`src/rtl/alu_pkg.sv`:
```
// Shared ALU definitions: operation codes, sequencer states and helpers.
// Imported by the ALU control decoder and the execution-side sequencer.
package alu_pkg;

  localparam int DATA_WIDTH_DEFAULT = 32;

  typedef enum logic [3:0] {
    OP_AND = 4'b0000,
    OP_OR  = 4'b0001,
    OP_ADD = 4'b0010,
    OP_XOR = 4'b0011,
    OP_SLL = 4'b0100,
    OP_SRL = 4'b0101,
    OP_SUB = 4'b0110,
    OP_SRA = 4'b0111,
    OP_EQ  = 4'b1000,
    OP_SLT = 4'b1100
  } alu_op_t;

  typedef enum logic [1:0] {
    ST_IDLE,
    ST_SHIFT,
    ST_DONE
  } alu_state_t;

  function automatic logic is_shift(alu_op_t op);
    return (op == OP_SLL) || (op == OP_SRL) || (op == OP_SRA);
  endfunction

endpackage

```
`src/rtl/alu_seq_if.sv`:
```
// Operation/result handshake bundle between the EX operand muxes and the ALU sequencer.
// master drives operations and result acceptance; slave is the ALU.
interface alu_seq_if #(
  parameter int DATA_WIDTH = alu_pkg::DATA_WIDTH_DEFAULT
);
  logic                  in_valid;
  logic                  in_ready;
  logic [3:0]            op;
  logic [DATA_WIDTH-1:0] src_a;
  logic [DATA_WIDTH-1:0] src_b;
  logic                  out_valid;
  logic                  out_ready;
  logic [DATA_WIDTH-1:0] result;
  logic                  zero;
  logic                  busy;

  modport master (
    output in_valid, op, src_a, src_b, out_ready,
    input  in_ready, out_valid, result, zero, busy
  );

  modport slave (
    input  in_valid, op, src_a, src_b, out_ready,
    output in_ready, out_valid, result, zero, busy
  );
endinterface

```
`src/rtl/alu_comb.sv`:
```
// Single-cycle ALU ops (logic, add/sub, compare) and zero flag; purely combinational.
// Shift and unknown codes yield result 0 here; the sequencer owns shifts.
module alu_comb #(
  parameter int DATA_WIDTH = alu_pkg::DATA_WIDTH_DEFAULT
) (
  input  alu_pkg::alu_op_t       op,
  input  logic [DATA_WIDTH-1:0]  src_a,
  input  logic [DATA_WIDTH-1:0]  src_b,
  output logic [DATA_WIDTH-1:0]  result,
  output logic                   zero
);
  import alu_pkg::*;

  logic [DATA_WIDTH-1:0] diff;
  logic                  lt;

  assign diff = src_a - src_b;
  assign lt   = $signed(src_a) < $signed(src_b);

  always_comb begin
    result = '0;
    zero   = 1'b0;
    case (op)
      OP_AND:        result = src_a & src_b;
      OP_OR:         result = src_a | src_b;
      OP_ADD:        result = src_a + src_b;
      OP_XOR:        result = src_a ^ src_b;
      OP_SUB, OP_EQ: result = diff;
      OP_SLT:        result = {{(DATA_WIDTH-1){1'b0}}, lt};
      default:       result = '0;
    endcase
    // EQ flags operand equality directly rather than through the subtractor
    zero = (op == OP_EQ) ? (src_a == src_b) : (result == '0);
  end

endmodule

```
`src/rtl/alu_seq.sv`:
```
// Registered ALU: latency 1 for single-cycle ops, shamt+1 for shifts (1 bit/cycle).
// One op in flight; in_ready only in IDLE, result held in DONE until out_ready.
module alu_seq #(
  parameter int DATA_WIDTH = alu_pkg::DATA_WIDTH_DEFAULT
) (
  input  logic       clk,
  input  logic       reset,
  alu_seq_if.slave   bus
);
  import alu_pkg::*;

  localparam int SHAMT_WIDTH = $clog2(DATA_WIDTH);

  alu_state_t             state_q,  state_d;
  alu_op_t                op_q,     op_d;
  logic [DATA_WIDTH-1:0]  work_q,   work_d;
  logic [SHAMT_WIDTH-1:0] cnt_q,    cnt_d;
  logic [DATA_WIDTH-1:0]  result_q, result_d;
  logic                   zero_q,   zero_d;

  alu_op_t                op_in;
  logic [SHAMT_WIDTH-1:0] shamt_in;
  logic [DATA_WIDTH-1:0]  comb_res;
  logic                   comb_zero;
  logic [DATA_WIDTH-1:0]  shifted;

  assign op_in    = alu_op_t'(bus.op);
  assign shamt_in = bus.src_b[SHAMT_WIDTH-1:0];

  alu_comb #(.DATA_WIDTH(DATA_WIDTH)) u_comb (
    .op     (op_in),
    .src_a  (bus.src_a),
    .src_b  (bus.src_b),
    .result (comb_res),
    .zero   (comb_zero)
  );

  always_comb begin
    case (op_q)
      OP_SLL:  shifted = {work_q[DATA_WIDTH-2:0], 1'b0};
      OP_SRA:  shifted = {work_q[DATA_WIDTH-1], work_q[DATA_WIDTH-1:1]};
      default: shifted = {1'b0, work_q[DATA_WIDTH-1:1]};
    endcase
  end

  always_comb begin
    state_d  = state_q;
    op_d     = op_q;
    work_d   = work_q;
    cnt_d    = cnt_q;
    result_d = result_q;
    zero_d   = zero_q;
    case (state_q)
      ST_IDLE: begin
        if (bus.in_valid) begin
          op_d = op_in;
          if (is_shift(op_in) && (shamt_in != '0)) begin
            work_d  = bus.src_a;
            cnt_d   = shamt_in;
            state_d = ST_SHIFT;
          end else if (is_shift(op_in)) begin
            result_d = bus.src_a;
            zero_d   = (bus.src_a == '0);
            state_d  = ST_DONE;
          end else begin
            result_d = comb_res;
            zero_d   = comb_zero;
            state_d  = ST_DONE;
          end
        end
      end
      ST_SHIFT: begin
        work_d = shifted;
        cnt_d  = cnt_q - 1'b1;
        // the shift that empties the count lands straight in the output register
        if (cnt_q == SHAMT_WIDTH'(1)) begin
          result_d = shifted;
          zero_d   = (shifted == '0);
          state_d  = ST_DONE;
        end
      end
      ST_DONE: begin
        if (bus.out_ready) state_d = ST_IDLE;
      end
      default: state_d = ST_IDLE;
    endcase
  end

  always_ff @(posedge clk) begin
    if (reset) begin
      state_q  <= ST_IDLE;
      op_q     <= OP_AND;
      work_q   <= '0;
      cnt_q    <= '0;
      result_q <= '0;
      zero_q   <= 1'b0;
    end else begin
      state_q  <= state_d;
      op_q     <= op_d;
      work_q   <= work_d;
      cnt_q    <= cnt_d;
      result_q <= result_d;
      zero_q   <= zero_d;
    end
  end

  assign bus.in_ready  = (state_q == ST_IDLE);
  assign bus.out_valid = (state_q == ST_DONE);
  assign bus.busy      = (state_q == ST_SHIFT);
  assign bus.result    = result_q;
  assign bus.zero      = zero_q;

endmodule

```
`src/flat_wrapper.sv`:
```
// flat-port wrapper written by rule: the top's interface ports become plain ports
module alu_seq_flat import alu_pkg::*;
#(
  parameter int DATA_WIDTH = alu_pkg::DATA_WIDTH_DEFAULT
)
  (clk, reset, bus_in_valid, bus_op, bus_src_a, bus_src_b, bus_out_ready, bus_in_ready, bus_out_valid, bus_result, bus_zero, bus_busy);
  alu_seq_if #(.DATA_WIDTH(DATA_WIDTH)) bus_i ();
  input  logic clk;
  input  logic reset;
  input wire logic [$bits(bus_i.in_valid)-1:0] bus_in_valid;
  input wire logic [$bits(bus_i.op)-1:0] bus_op;
  input wire logic [$bits(bus_i.src_a)-1:0] bus_src_a;
  input wire logic [$bits(bus_i.src_b)-1:0] bus_src_b;
  input wire logic [$bits(bus_i.out_ready)-1:0] bus_out_ready;
  output wire logic [$bits(bus_i.in_ready)-1:0] bus_in_ready;
  output wire logic [$bits(bus_i.out_valid)-1:0] bus_out_valid;
  output wire logic [$bits(bus_i.result)-1:0] bus_result;
  output wire logic [$bits(bus_i.zero)-1:0] bus_zero;
  output wire logic [$bits(bus_i.busy)-1:0] bus_busy;
  assign bus_i.in_valid = bus_in_valid;
  assign bus_i.op = bus_op;
  assign bus_i.src_a = bus_src_a;
  assign bus_i.src_b = bus_src_b;
  assign bus_i.out_ready = bus_out_ready;
  assign bus_in_ready = bus_i.in_ready;
  assign bus_out_valid = bus_i.out_valid;
  assign bus_result = bus_i.result;
  assign bus_zero = bus_i.zero;
  assign bus_busy = bus_i.busy;
  alu_seq #(.DATA_WIDTH(DATA_WIDTH)) u_core (.clk(clk), .reset(reset), .bus(bus_i));
endmodule
```
`config.mk`:
```
export PLATFORM = sky130hd
export DESIGN_NAME = alu_seq_flat
export DESIGN_NICKNAME = d
export VERILOG_FILES = /design/src/rtl/alu_pkg.sv /design/src/rtl/alu_seq_if.sv /design/src/rtl/alu_comb.sv /design/src/rtl/alu_seq.sv /design/src/flat_wrapper.sv
export SDC_FILE = /design/constraint.sdc
export NUM_CORES = 1
export LEC_CHECK = 0
export CAP_MARGIN = 0
export CORE_ASPECT_RATIO = 1.2
export CORE_MARGIN = 2
export CORE_UTILIZATION = 60
export DETAILED_ROUTE_END_ITERATION = 10
export GPL_ROUTABILITY_DRIVEN = 1
export GPL_TIMING_DRIVEN = 0
export PLACE_DENSITY = 0.84
export SETUP_SLACK_MARGIN = 0.5
export SYNTH_ARGS = -nofsm -noshare
export SYNTH_HDL_FRONTEND = slang
export SYNTH_HIERARCHICAL = 1
export SYNTH_SLANG_ARGS = --single-unit
```
`constraint.sdc`:
```
create_clock -name clk -period 5.6 [get_ports clk]
set_input_delay 1.12 -clock clk [delete_from_list [all_inputs] [get_ports clk]]
set_output_delay 1.12 -clock clk [all_outputs]
set_load 0.02 [all_outputs]
```
; ---- Word level (Yosys, flattened, before mapping)
; Cells that the tools add are included.
[totals]
out_inout_bits = 36
input_bits = 72
elab_cells = 72
ff_bits = 76
[classes]
bitwise_logic = 3
reduce_logical = 15
order_cmp = 1
n_eq_ne = 20
mux = 24
addsub = 3
[op_table]
columns = cell, n
row1 = two-way mux 32 bit, 6
row2 = case mux 32 bit (2 select lines), 3
row3 = case mux 32 bit (6 select lines), 1
row4 = logical NOT 32 bit, 3
row5 = adder 32 bit, 1
row6 = AND 32 bit, 1
row7 = == test 32 bit, 1
row8 = < comparator 32 bit, 1
row9 = bitwise OR 32 bit, 1
row10 = subtractor 32 bit, 1
row11 = XOR 32 bit, 1
row12 = == test 4 x 3 -> 1 bit (second input constant), 6
row13 = two-way mux 5 bit, 2
row14 = case mux 5 bit (2 select lines), 1
row15 = == test 4 x 2 -> 1 bit (second input constant), 2
row16 = == test 4 bit (second input constant), 2
row17 = two-way mux 2 bit, 4
row18 = inequality test 2 bit (second input constant), 3
row19 = case mux 2 bit (3 select lines), 1
row20 = AND reduction 3 bit, 2
row21 = == test 5 x 1 -> 1 bit (second input constant), 1
row22 = two-way mux 1 bit, 5
row23 = nonzero test 5 bit, 1
row24 = subtractor 5 x 1 -> 5 bit (second input constant), 1
row25 = 13 further kinds, 15

; ---- Longest topological paths before layout
[depth]
word_depth = 9
mapped_depth = 17
mapped_depth_nobuf = 16

; ---- Hierarchy
; Netlist, hierarchy kept.
[by_module_without_submodules]
columns = mod, n_inst, seq_area_each_um2, cells_each, area_each_um2
row1 = alu_comb, 1, 0.0, 971, 6094.6
row2 = alu_seq, 1, 1521.5, 544, 4350.4

; ---- Least setup slack after synthesis
; Ideal clock, no wire load.
[synth_path]
path_kind = in2reg
start = input bus_src_a[0]
end = register u_core.zero_q (netlist: u_core/bus.zero)
arrival_time_ns = 4.590
slack_ns = 0.919
stages = 14
required_ns = 5.509
setup_time_ns = 0.091
path_buffers = 0
cell_sequence = inv_1 > ha_1 > fa_1 > a211o_1 > a221o_1 > or4b_1 > nor4_1 > or4b_1 > or4_1 > nor4_1 > nand3b_1 > o21ai_1 > o311ai_0 > a311oi_1
[synth_between]
elab_chain_cells = 8
elab_cells_between_ends = 15
classes_between = 2 x add/sub / 1 x order compare / 1 x eq/ne / 6 x mux / 3 x bitwise / 2 x reduce/logical
[synth_rtl]
columns = item, line
row1 = start: declaration, flat_wrapper.sv:12  ; input wire logic [$bits(bus_i.src_a)-1:0] bus_src_a;
row2 = subtractor 32 bit / adder 32 bit (equally long branches), "alu_comb.sv:17, alu_comb.sv:26"
row3 = case mux 32 bit (6 select lines) *, alu_comb.sv:23  ; case (op)
row4 = net u_core.comb_res[2], alu_seq.sv:23  ; logic [DATA_WIDTH-1:0] comb_res;
row5 = logical NOT 32 bit *, alu_comb.sv:33  ; zero = (op == OP_EQ) ? (src_a == src_b) : (result == '0);
row6 = two-way mux 1 bit *, alu_comb.sv:33
row7 = net u_core.comb_zero, alu_seq.sv:24  ; logic comb_zero;
row8 = two-way mux 1 bit *, alu_seq.sv:61  ; end else if (is_shift(op_in)) begin
row9 = two-way mux 1 bit *, alu_seq.sv:57  ; if (is_shift(op_in) && (shamt_in != '0)) begin
row10 = two-way mux 1 bit *, alu_seq.sv:55  ; if (bus.in_valid) begin
row11 = case mux 1 bit (2 select lines) *, alu_seq.sv:53  ; case (state_q)
row12 = end signal: assignment, alu_seq.sv:103  ; zero_q <= zero_d;
row13 = end: declaration, alu_seq.sv:19  ; logic zero_q, zero_d;
; The timed path passes the listed nets; every way through them passes the cells marked *. The select of a mux whose other input is x is not followed.
; A chain may end at the register's enable or synchronous reset.

; ---- Worst setup path after layout
[layout_path]
start = input bus_op[0]
end = register u_core.zero_q (netlist: u_core/bus.zero)
[layout_between]
elab_chain_cells = 9
elab_cells_between_ends = 23
classes_between = 10 x eq/ne / 6 x mux / 7 x reduce/logical
[layout_rtl]
columns = item, line
row1 = start: declaration, flat_wrapper.sv:11  ; input wire logic [$bits(bus_i.op)-1:0] bus_op;
row2 = == test 4 bit / == test 4 x 3 -> 1 bit (equally long branches), "alu_comb.sv:23, alu_comb.sv:33"
row3 = OR reduction 2 bit, alu_comb.sv:23
row4 = case mux 32 bit (6 select lines), alu_comb.sv:23
row5 = logical NOT 32 bit, alu_comb.sv:33
row6 = two-way mux 1 bit *, alu_comb.sv:33
row7 = net u_core.comb_zero, alu_seq.sv:24
row8 = two-way mux 1 bit *, alu_seq.sv:61
row9 = two-way mux 1 bit *, alu_seq.sv:57
row10 = two-way mux 1 bit *, alu_seq.sv:55
row11 = case mux 1 bit (2 select lines) *, alu_seq.sv:53
; Marks and branches as above.

==> impl_metrics.csv <==
group,metric,value,unit
timing,fmax,195,MHz
critical_path,timing.rr.start,"u_core/op_q[3]$_SDFFE_PP0P_",
layout,syn2layout_area_growth,23.8,%
die,die_w,124,um
layout,mostFrequentLayoutCell,"nand2_1",
placed_design,placed_cells,1838,
drt,ant_nets,0,
timing,hold_violations,0,
drt,first_iter_violations,2085,
clock_network,cts-root-buf,"clkbuf_16",
die,io_pins,108,
flow_run,drv_cap,0,
pwr,peakVddDrop,0.148,mV
placed_design,dpl.hpwl,33900,um
hold_path,hp-class,"reg2reg",
pwr,powerDensity,187,nW/um^2
clock_network,cts_buffer_depth,2,
hold_path,hold_start,"u_core/bus.result[10]$_SDFFE_PP0P_",
synthesis,syn_nets,1688,
timing,finalWorstSetupSlack,0.468,ns
global_route,grt_overflow,0,
synthesis,async_flop_share,0,
synthesis,ys_ff_latch,76,
synthesis,synth_edf_count,0,
global_route,antenna_found_initial,0,
pwr,leakage,5.21,nW
die,die_y,149,um
critical_path,crit_fanout,10,
timing,maxSlewViolCount,0,
die,start_util,0.615,
timing,slew_headroom,0.0260,
clock_network,ctsHtreeMaxLevel,3,
global_route,first_global_vias,12796,
critical_path,reg2reg_depth,6,
clock_network,clk_latency,0.34,ns
die,coreArea,17000,um^2
outcome,status,"finished clean",
critical_path,crit_type,"in2reg",
critical_path,arrival,5.38,ns
drt,drcViolationCount,0,
global_route,grt_max_degree,15,
global_route,grt_usage,0.463,
hold_path,holdPathStages,2,
synthesis,synth_cells,1515,
drt,routed_via_density,7.33,
critical_path,cp.required,5.85,ns
placed_design,portBuffers,107,
clock_network,cts.sinks,76,
timing,finalCritPeriodShare,0.916,
synthesis,ys_warn_count,6,
timing,period_minus_slack,5.13,ns
hold_path,hold-path-endpoint,"u_core/bus.result[10]$_SDFFE_PP0P_",
layout,finalNetCount,1830,
layout,instances_no_fill,1878,
timing,finClkSkew,0.00419,ns
critical_path,critPathCaptureType,"flip-flop",
timing,setup_viol,0,
synthesis,synth_flop_cell,"dfxtp_1",
critical_path,r2r_slack,3.32,ns
drt,detail_route.first_pass.iterations,8,
layout,num_antenna_cells,0,
timing,grt_setup_unrepaired,"false",
drt,wl_per_cell,24.3,um
placed_design,gp_congestion,1.06,
critical_path,cp-start-kind,"primary input",
clock_network,cts_tree,"built",
drt,num_vias,13773,
critical_path,r2r_end,"u_core/bus.result[1]$_SDFFE_PP0P_",
synthesis,syn-cell-area,10400,um^2
timing,worstMarginPinSlew,1.46,ns
die,dieArea,18500,um^2
drt,finalWirelength,45700,um
synthesis,yosysSeqAreaShare,0.146,
synthesis,synth_cell_type_count,88,
layout,layout.cells.most_common_list,"nand2_1 (202), a21oi_1 (147), inv_1 (90)",
layout,drive_gt1_frac,0.144,
placed_design,preCtsSetupSlack,-1.06,ns
synthesis,avgSynthCellArea,6.89,um^2
die,fp-row-count,52,
clock_network,cts_buffers,9,
global_route,grt_first_pass_wirelength,68300,um
clock_network,path_clk_slew,0.06,ns
-- flip-flops by register name, indices dropped and copies added (netlist names) --
signal and cells:
u_core/bus.result 32, u_core/bus.zero 1, u_core/cnt_q 5, u_core/op_q 4, u_core/state_q 2, u_core/work_q 32
-- through the flow --
step / utilization / cell area [um^2] / setup TNS, ns / total power [W] / hold slack (ns)
floorplan: - / 10400 / 0 / 0.00127 / 0.448
global placement: 0.694 / 11800 / -1.34 / 0.00162 / 0.451
detailed placement: 0.694 / 11800 / -1.75 / 0.00164 / 0.459
CTS: 0.736 / 12500 / 0 / 0.00229 / 0.467
global route: 0.761 / 12900 / 0 / 0.00249 / 0.494
finish: 0.761 / 12900 / 0 / 0.00241 / 0.468
-- critical path: stages --
cell	delay (ns)
clkdlybuf4s15_1	0.52
or4b_1	0.22
buf_2	0.30
buf_1	0.72
clkbuf_2	0.52
a21oi_1	0.08
a2111o_1	0.45
a211oi_4	0.30
nand4b_1	0.28
nor4_4	0.27
nand3b_1	0.12
o21ai_2	0.09
o311ai_1	0.13
a311oi_1	0.23
-- where the power goes --
part	total, W	internal, W	switching [W]
combinational	0.00119	0.000450	0.000743
sequential	0.000618	0.000582	0.0000363
clock	0.000601	0.000361	0.000240
total	0.00241	0.00139	0.00102
-- synthesized netlist by cell type, drive strengths merged (8+ instances only) --
cell type  count  area (um^2)
o31ai         15          118
a21oi        161          806
a31oi         16          100
o21ai         78          402
nand3         60          300
or2           10         62.6
a211oi        18          135
dfxtp         76         1520
clkbuf        84          315
nand4         16          100
nor2b         19          126
nor2          95          373
buf           31          214
a21o          12         90.1
a311oi        39          342
nor4          35          219
nand2        204          773
mux2i         39          390
inv          104          390
and3          39          244
or4            9         71.3
o21a          11         82.6
ha            99         1240
nand2b        15         93.8
o211ai        11         82.6
a211o          9         78.8
nor3          36          191
and2           8         50.1
o22ai          8         50.1
a221o         35          350
o21bai         8         60.1
-- cell type report --
cell class / count / area (um^2)
Fill cell: 1370 / 4050
Clock inverter: 6 / 71.3
Timing Repair Buffer: 131 / 1220
Tap cell: 216 / 270
Clock buffer: 10 / 239
Sequential cell: 76 / 1520
Inverter: 105 / 397
Multi-Input combinational cell: 1219 / 8550
Buffer: 115 / 652
-- cell families (layout without fill, tap and decap cells) --
family / after synthesis / in the layout / share of synthesized area
buffers and inverters: 220 / 367 / 0.0884
muxes: 42 / 42 / 0.0417
and+or+nand+nor: 580 / 580 / 0.278
DFF: 76 / 76 / 0.146
adders and majority gates: 101 / 101 / 0.122
AOI/OAI and AO/OA: 496 / 496 / 0.324
-- per-layer routing --
layer | wire length (um) | global-route usage | share of wire
met1 | 15500 | 0.537 | 0.34
met2 | 19700 | 0.740 | 0.43
met3 | 6040 | 0.0986 | 0.13
met4 | 4440 | 0.371 | 0.097
met5 | 0 | 0 | 0
-- how the worst max path moves through the flow --
stage / to / slack [ns] / startpoint
6_report: u_core/bus.zero$_SDFFE_PP0P_ / 0.47 / bus_op[0]
5_1_grt: u_core/bus.zero$_SDFFE_PP0P_ / 0.41 / bus_src_a[0]
4_1_cts: u_core/bus.zero$_SDFFE_PP0P_ / 0.50 / bus_src_a[1]
3_5_place_dp: u_core/bus.zero$_SDFFE_PP0P_ / -1.06 / bus_src_a[1]
3_3_place_gp: u_core/bus.zero$_SDFFE_PP0P_ / -0.98 / bus_src_a[1]
2_1_floorplan: u_core/bus.zero$_SDFFE_PP0P_ / 0.92 / bus_src_a[0]
-- repair_timing --
item                       4_1_cts  5_1_grt
hold endpoints to repair         0        0
hold buffers                     0        0
buffers inserted                 7       17
setup endpoints to repair       13        3
resized for setup              145      123
pin swaps                       11       31
Note: power is estimated with default switching activity, not from simulation.
